`config.mk`:
```
export PLATFORM = sky130hd
export DESIGN_NAME = snn_array_npe
export DESIGN_NICKNAME = d
export VERILOG_FILES = /design/src/rtl/snn_array_npe.sv
export SDC_FILE = /design/constraint.sdc
export NUM_CORES = 2
export LEC_CHECK = 0
export ABC_AREA = 1
export CORE_ASPECT_RATIO = 0.6
export CORE_MARGIN = 2
export CORE_UTILIZATION = 50
export DETAILED_ROUTE_END_ITERATION = 12
export PLACE_DENSITY_LB_ADDON = 0.1
export SLEW_MARGIN = 20
export SYNTH_ARGS = -nofsm -noshare
export SYNTH_HDL_FRONTEND = slang
export SYNTH_SLANG_ARGS = --single-unit
```
`constraint.sdc`:
```
create_clock -name local_clk -period 15.4 [get_ports local_clk]
set_clock_uncertainty 0.1 [all_clocks]
set_input_delay 3.85 -clock local_clk [delete_from_list [all_inputs] [get_ports local_clk]]
set_output_delay 3.85 -clock local_clk [all_outputs]
set_load 0.02 [all_outputs]
```
`src/rtl/snn_array_npe.sv`:
```
// N-lane spiking-neuron integration array: one AER event fetches a packed weight word
// and accumulates time-scaled weights into per-lane saturating membrane potentials.
module snn_array_npe #(
  parameter int NUM_PE           = 8,
  parameter int TIME_W           = 8,
  parameter int WEIGHT_W         = 8,
  parameter int ADDR_W           = 10,
  parameter int ACC_W            = 32,
  parameter int BRAM_LAT         = 1,
  parameter int WATCHDOG_TIMEOUT = 10000
) (
  input  logic                         local_clk,
  input  logic                         rst_n,
  input  logic                         i_clk_en,
  input  logic                         i_aer_req,
  input  logic signed [TIME_W-1:0]     i_aer_time,
  input  logic [ADDR_W-1:0]            i_aer_addr,
  input  logic signed [TIME_W-1:0]     i_t_min,
  input  logic [NUM_PE-1:0]            i_pe_enable,
  input  logic [NUM_PE-1:0]            i_reset_potential,
  output logic                         o_bram_en,
  output logic [ADDR_W-1:0]            o_bram_addr,
  input  logic [NUM_PE*WEIGHT_W-1:0]   i_bram_data,
  output logic                         o_aer_ack,
  output logic                         o_busy,
  output logic                         o_error,
  output logic [NUM_PE-1:0]            o_sat,
  output logic [NUM_PE*ACC_W-1:0]      o_potential_flat
);

  localparam int DELTA_W = TIME_W + 1;
  localparam int PROD_W  = WEIGHT_W + TIME_W + 1;
  localparam int LAT_W   = (BRAM_LAT > 1) ? $clog2(BRAM_LAT) : 1;
  localparam int WD_W    = $clog2(WATCHDOG_TIMEOUT + 1);
  localparam logic [LAT_W-1:0] LAT_LAST = LAT_W'(BRAM_LAT - 1);
  localparam logic [WD_W-1:0]  WD_LAST  = WD_W'(WATCHDOG_TIMEOUT - 1);

  typedef enum logic [2:0] {S_IDLE, S_FETCH, S_WAIT, S_ACK, S_ERROR} state_t;

  state_t                    state_q;
  logic signed [TIME_W-1:0]  time_q;
  logic [ADDR_W-1:0]         bram_addr_q;
  logic [LAT_W-1:0]          lat_q;
  logic [WD_W-1:0]           wd_q;
  logic                      bram_en_q;
  logic                      ack_q;
  logic                      err_q;

  logic [NUM_PE-1:0][ACC_W-1:0] pot_q, pot_d;
  logic [NUM_PE-1:0]            sat_q, sat_d;

  logic signed [DELTA_W-1:0] delta;
  logic signed [PROD_W-1:0]  prod_w [NUM_PE];
  logic signed [ACC_W:0]     sum_w  [NUM_PE];
  logic                      upd;

  function automatic logic sat_ovf(input logic signed [ACC_W:0] s);
    return s[ACC_W] != s[ACC_W-1];
  endfunction

  function automatic logic [ACC_W-1:0] sat_acc(input logic signed [ACC_W:0] s);
    if (!sat_ovf(s)) return s[ACC_W-1:0];
    return s[ACC_W] ? {1'b1, {(ACC_W-1){1'b0}}} : {1'b0, {(ACC_W-1){1'b1}}};
  endfunction

  always_ff @(posedge local_clk or negedge rst_n) begin
    if (!rst_n) begin
      state_q     <= S_IDLE;
      time_q      <= '0;
      bram_addr_q <= '0;
      lat_q       <= '0;
      wd_q        <= '0;
      bram_en_q   <= 1'b0;
      ack_q       <= 1'b0;
      err_q       <= 1'b0;
    end else if (i_clk_en) begin
      case (state_q)
        S_IDLE: begin
          if (i_aer_req) begin
            time_q      <= i_aer_time;
            bram_addr_q <= i_aer_addr;
            bram_en_q   <= 1'b1;
            state_q     <= S_FETCH;
          end
        end
        S_FETCH: begin
          bram_en_q <= 1'b0;
          lat_q     <= '0;
          state_q   <= S_WAIT;
        end
        S_WAIT: begin
          if (lat_q == LAT_LAST) begin
            ack_q   <= 1'b1;
            wd_q    <= '0;
            state_q <= S_ACK;
          end else begin
            lat_q <= lat_q + 1'b1;
          end
        end
        S_ACK: begin
          if (!i_aer_req) begin
            ack_q   <= 1'b0;
            state_q <= S_IDLE;
          end else if (wd_q == WD_LAST) begin
            ack_q   <= 1'b0;
            err_q   <= 1'b1;
            state_q <= S_ERROR;
          end else begin
            wd_q <= wd_q + 1'b1;
          end
        end
        S_ERROR: begin
          if (!i_aer_req) state_q <= S_IDLE;
        end
        default: state_q <= S_IDLE;
      endcase
    end
  end

  // BRAM word is valid only on the final WAIT cycle.
  assign upd   = i_clk_en && (state_q == S_WAIT) && (lat_q == LAT_LAST);
  assign delta = DELTA_W'(time_q) - DELTA_W'(i_t_min);

  for (genvar g = 0; g < NUM_PE; g++) begin : g_lane
    logic signed [WEIGHT_W-1:0] w;
    assign w         = signed'(i_bram_data[g*WEIGHT_W +: WEIGHT_W]);
    assign prod_w[g] = PROD_W'(w) * PROD_W'(delta);
    assign sum_w[g]  = (ACC_W+1)'(signed'(pot_q[g])) + (ACC_W+1)'(prod_w[g]);
  end

  always_comb begin
    pot_d = pot_q;
    sat_d = sat_q;
    for (int k = 0; k < NUM_PE; k++) begin
      if (i_reset_potential[k]) begin
        pot_d[k] = '0;
        sat_d[k] = 1'b0;
      end else if (upd && i_pe_enable[k]) begin
        pot_d[k] = sat_acc(sum_w[k]);
        if (sat_ovf(sum_w[k])) sat_d[k] = 1'b1;
      end
    end
  end

  always_ff @(posedge local_clk or negedge rst_n) begin
    if (!rst_n) begin
      pot_q <= '0;
      sat_q <= '0;
    end else if (i_clk_en) begin
      pot_q <= pot_d;
      sat_q <= sat_d;
    end
  end

  assign o_bram_en        = bram_en_q;
  assign o_bram_addr      = bram_addr_q;
  assign o_aer_ack        = ack_q;
  assign o_busy           = (state_q != S_IDLE);
  assign o_error          = err_q;
  assign o_sat            = sat_q;
  assign o_potential_flat = pot_q;

endmodule
```
After elaboration in Yosys (flattened, before gate mapping)
Cells that the tools add are included.
{"block": "op_classes", "add_sub_neg": 11, "mul": 8, "eq_ne": 19, "mux": 106, "n_bitwise": 1, "reduce_logical": 54}
{"cell": "$mux W32", "n": 40}
{"cell": "$add A32 B17 Y33", "n": 8}
{"cell": "$mul A8 B9 Y17", "n": 8}
{"cell": "$mux W1", "n": 53}
{"cell": "$mux W14", "n": 3}
{"cell": "$reduce_bool A2 Y1", "n": 19}
{"cell": "$reduce_and A3 Y1", "n": 10}
{"cell": "$pmux W14 S2", "n": 1}
{"cell": "$reduce_and A2 Y1", "n": 9}
{"cell": "$mux W3", "n": 5}
{"cell": "$pmux W3 S5", "n": 1}
{"cell": "$add A14 B1 Y14 const B", "n": 1}
{"cell": "$eq A14 B14 Y1 const B", "n": 1}
{"cell": "$logic_and A1 B1 Y1", "n": 10}
{"cell": "$ne A2 B2 Y1 const B", "n": 5}
{"cell": "$reduce_and A5 Y1", "n": 2}
{"cell": "$sub A8 B8 Y9", "n": 1}
{"cell": "$ne A1 B1 Y1", "n": 8}
{"cell": "$reduce_and A4 Y1", "n": 2}
{"cell": "$eq A3 B2 Y1 const B", "n": 2}
{"cell": "$pmux W1 S2", "n": 3}
{"cell": "$eq A3 B1 Y1 const B", "n": 1}
{"cell": "$eq A3 B3 Y1 const B", "n": 1}
{"cell": "$logic_not A3 Y1", "n": 1}
{"cell": "other kinds (4)", "n": 4}
{"block": "word_totals", "regBits": 303, "output_inout_bits": 278}

Logic depth before layout (Yosys ltp)
{"block": "depth", "word_depth": 10, "depth_mapped": 41, "depth_no_buf": 40}

Least setup slack after synthesis
No wires, ideal clock.
{"block": "synth_path", "path_type": "in2reg", "start": "input port i_t_min[0]", "end": "register pot_q, in the netlist o_potential_flat[47]", "setup_ns": 0.123, "arrival_ns": 11.069, "required_time_ns": 15.177, "path_slack_ns": 4.108, "cell_stages": 33, "n_path_buf": 3, "cell_sequence": "ha_1 -> inv_1 -> fa_1 -> a21oi_1 -> o21ai_1 -> nand4_1 -> nand2_1 -> nand2_1 -> nand2_1 -> buf_4 -> buf_4 -> nor2_1 -> fa_1 -> fa_1 -> fa_1 -> fa_1 -> ha_1 -> ha_1 -> nand2_1 -> inv_1 -> nand2_1 -> nand2_1 -> inv_1 -> nand2_1 -> a21oi_1 -> nand2_1 -> nand2_1 -> nand2_2 -> nand2_2 -> nand2_2 -> buf_6 -> o21ai_0 -> nand2_1"}
{"block": "synth_via", "elab_chain_len": 10, "elab_cells_between_ends": 12, "cone_classes": "add/sub (2); mul (1); eq/ne (1); mux (8)"}
{"item": "start, declared", "line_no": "18", "source": "input logic signed [TIME_W-1:0] i_t_min,"}
{"item": "$sub A8 B8 Y9 *", "line_no": "122", "source": "assign delta = DELTA_W'(time_q) - DELTA_W'(i_t_min);"}
{"item": "$mul A8 B9 Y17 *", "line_no": "127", "source": "assign prod_w[g] = PROD_W'(w) * PROD_W'(delta);"}
{"item": "$add A32 B17 Y33 *", "line_no": "128", "source": "assign sum_w[g] = (ACC_W+1)'(signed'(pot_q[g])) + (ACC_W+1)'(prod_w[g]);"}
{"item": "$ne A1 B1 Y1", "line_no": "58", "source": "return s[ACC_W] != s[ACC_W-1];"}
{"item": "$mux W1", "line_no": "62", "source": "if (!sat_ovf(s)) return s[ACC_W-1:0];"}
{"item": "$mux W1", "line_no": "138", "source": "end else if (upd && i_pe_enable[k]) begin"}
{"item": "$mux W1", "line_no": "135", "source": "if (i_reset_potential[k]) begin"}
{"item": "$mux W32 *", "line_no": "63", "source": "return s[ACC_W] ? {1'b1, {(ACC_W-1){1'b0}}} : {1'b0, {(ACC_W-1){1'b1}}};"}
{"item": "$mux W32 *", "line_no": "138"}
{"item": "$mux W32 *", "line_no": "135"}
{"item": "end signal, assigned", "line_no": "150", "source": "pot_q <= pot_d;"}
{"item": "end, declared", "line_no": "49", "source": "logic [NUM_PE-1:0][ACC_W-1:0] pot_q, pot_d;"}
Mark *: on every way between the ends. The rest lies on a longest branch, timed or not. The select of a mux whose other input is x is not followed.
A chain may end at the register's enable or synchronous reset.

Final worst setup path
{"block": "layout_path", "start": "input port i_t_min[0]", "end": "register pot_q, in the netlist o_potential_flat[12]"}
Same word-level chain as after synthesis.

==> metrics.md <==
| Metric | Value |
|---|---|
| Share of cells above drive strength 1 | `under 10%` |
| Clock period minus worst slack | `about 12000 ps` |
| Seq cells post-synth | `roughly 300` |
| Slowest cell delay on critical path | `about 900 ps` |
| Worst Hold Class | `reg2reg` |
| Post-synth cell types | `between 40 and 50` |
| Die area | `approximately 130000 sq um` |
| Rel. slew slack | `25.9%` |
| Crit path required time | `between 15000 and 20000 ps` |
| Initial drt markers | `about 4200` |
| Filler cells | `between 10000 and 15000` |
| Routability Congestion | `between 0.9 and 1` |
| Initial antenna violation count | `27` |
| Synth Warn # | `0` |
| Clock Latency Late Sink | `630 ps` |
| Prevailing post-synth register cell | `dfrtp_1` |
| Area leader, netlist | `fa_1` |
| FF+latch area | `~7600 sq um` |
| DR vias | `about 51000` |
| Multi-input gate area | `between 40000 and 50000 sq um` |
| Final ANT Viol Nets | `0` |
| # IOs | `slightly below 400` |
| Die width | `459 um` |
| DR vias/cell | `between 5 and 6` |
| Post-route DRC | `0` |
| Initial Util | `50.3%` |
| Core Area | `124000 sq um` |
| Maxcap violations | `0` |
| Area growth syn-to-layout | `11.3%` |
| Crit path DAT | `about 13000 ps` |
| Worst-margin pin slew | `approximately 1100 ps` |
| Post-CTS Setup Bufs | `0` |
| Status | `complete, no violations` |
| Post-synth EDFFs | `0` |
| Final setup TNS | `0 ps` |
| Routed WL | `between 150 and 200 mm` |
| Post-synth net total | `around 9400` |
| Async set or reset register ratio after synthesis | `100%` |
| Clock H-tree levels | `2` |
| Synth top cells by count | `nand2_1 (2047), inv_1 (1406), fa_1 (1129)` |
| WHS Path Cells | `1` |
| First-pass GRT wire length | `slightly above 300 mm` |
| Num CTS Buffers | `42` |
| Pin count of the biggest net entering global routing | `133` |
| Die H | `~280 um` |
| Syn_area_per_cell | `~8 sq um` |
| Area share of the largest cell type after synthesis | `36.4%` |
| Tcrit/Tclk final | `around four fifths` |
| Post-synthesis cell area | `a little over 60000 sq um` |
| Register area share after synthesis | `about an eighth` |
| TritonCTS clock tree | `done` |
| Wire per inst | `20.4 um` |
| Resized cells post-CTS | `0` |
| Worst-path clk slew | `approximately 60 ps` |
| R2R depth | `30` |
| Reg-to-reg slack, setup | `6310 ps` |
| Clock root cell | `clkbuf_16` |
| Port Buffers | `between 300 and 400` |
| Finish-stage setup viols | `0` |
| Unrepaired setup endpoints after global routing | `no` |
| Top delay family on crit path | `adder cells` |
| Synth top area cells | `fa_1 (36%), nand2_1 (12%), dfrtp_1 (12%)` |
| Overflow after GRT | `0` |
| GRT Total Usage | `~31%` |
| Initial DRT Pass Iterations | `6` |
| WP depth | `30` |
| Vias in the first global route | `50900` |
| Post-Syn Instances | `between 7000 and 8000` |
| Most numerous cell in the Yosys netlist | `nand2_1` |
| Max-slew violations | `0` |
| CP startpoint kind | `input port` |
| Biggest fanout along the worst timing path | `32` |
| Setup CP Type | `in2reg` |
| Slowest cell on crit path | `fa_1` |
| Clk buf depth | `3` |
| Crit path buffers/inverters | `4` |
| Cell repeated most along the worst path | `nand2_1` |
| Critical Path End Type | `flop` |
| Fmax | `about 81 MHz` |
| Nets | `around 10000` |
| DP Wirelength | `161 mm` |
| Clock Sinks | `302` |
| Post-CTS Hold Buffers | `0` |
| # rows | `100` |
| Hold Vio Cnt, Final | `0` |
[cells in the final DEF (no fill, tap or decap), types with 43 or more instances in the layout]
cell	synthesis	layout
nand2_1	2047	2040
inv_1	1406	1400
fa_1	1129	1128
nor2_1	629	613
ha_1	602	601
clkdlybuf4s50_1	0	385
dfrtp_1	302	302
nand3_1	278	278
a21oi_1	218	218
o21ai_0	153	153
xor2_1	135	135
o21ai_1	96	96
xnor2_1	74	74
nand4_1	68	68
nor3_1	53	53
o21bai_1	46	46
clkbuf_16	0	43
[worst reg2reg max path, delay by kind of cell (launching register included)]
| kind | cells | cell delay (ps) |
|---|---|---|
| AOI/OAI and AO/OA | 3 | 650 |
| adders and majority gates | 8 | 3930 |
| buffers and inverters | 4 | 1310 |
| DFF | 1 | 370 |
| and+or+nand+nor | 15 | 2660 |
[area by class of cell]
type                       count  area share (%)
multi-input combinational   5733            70.2
sequential                   302            10.9
inverter                    1425            7.73
timing repair buffer         427            6.11
tap                         1632            2.95
clock buffer                  56            1.68
clock inverter                20           0.360
antenna                       16          0.0578
[layer usage]
| layer | share of wire, % | global-route usage [%] |
|---|---|---|
| met1 | 49 | 49.9 |
| met2 | 39 | 41.8 |
| met3 | 9.5 | 8.19 |
| met4 | 2.2 | 7.04 |
| met5 | 0.018 | 0 |
[worst paths after layout]
path	start	end
max in group asynchronous	rst_n	o_potential_flat[242]
worst max register to register	time_q[0]	o_potential_flat[12]
worst min register to register	o_error	o_error
min in group asynchronous	rst_n	o_potential_flat[179]
worst max-delay path	i_t_min[0]	o_potential_flat[12]
worst min-delay path	o_error	o_error
[flip-flops by register name, summed over array words and instances (netlist names)]
name              flops
o_potential_flat    256
o_bram_en             1
state_q               3
time_q                8
o_error               1
o_sat                 8
wd_q                 14
o_bram_addr          10
o_aer_ack             1
[cells by family after synthesis]
family	after synthesis	synth area share [%]
fa+ha+maj	1731	48.5
compound gates	608	5.62
xor+xnor	209	2.94
simple gates	3168	20.6
mux	17	0.308
buf+inv	1572	9.90
flops	302	12.2
[metrics by stage]
stage	utilization [%]	hold slack [ps]	setup slack, ps	area (sq um)	std cells
floorplan	-	375	4110	62200	7607
global placement	54.8	362	2600	67700	9516
detailed placement	54.8	367	2510	67700	9517
CTS	55.9	381	3180	69100	9593
global route	56.0	413	2440	69200	9610
finish	56.0	374	3030	69200	9611
Power is not shown: default switching activity piles up to over one toggle a cycle in this logic, so the estimate is an artifact.
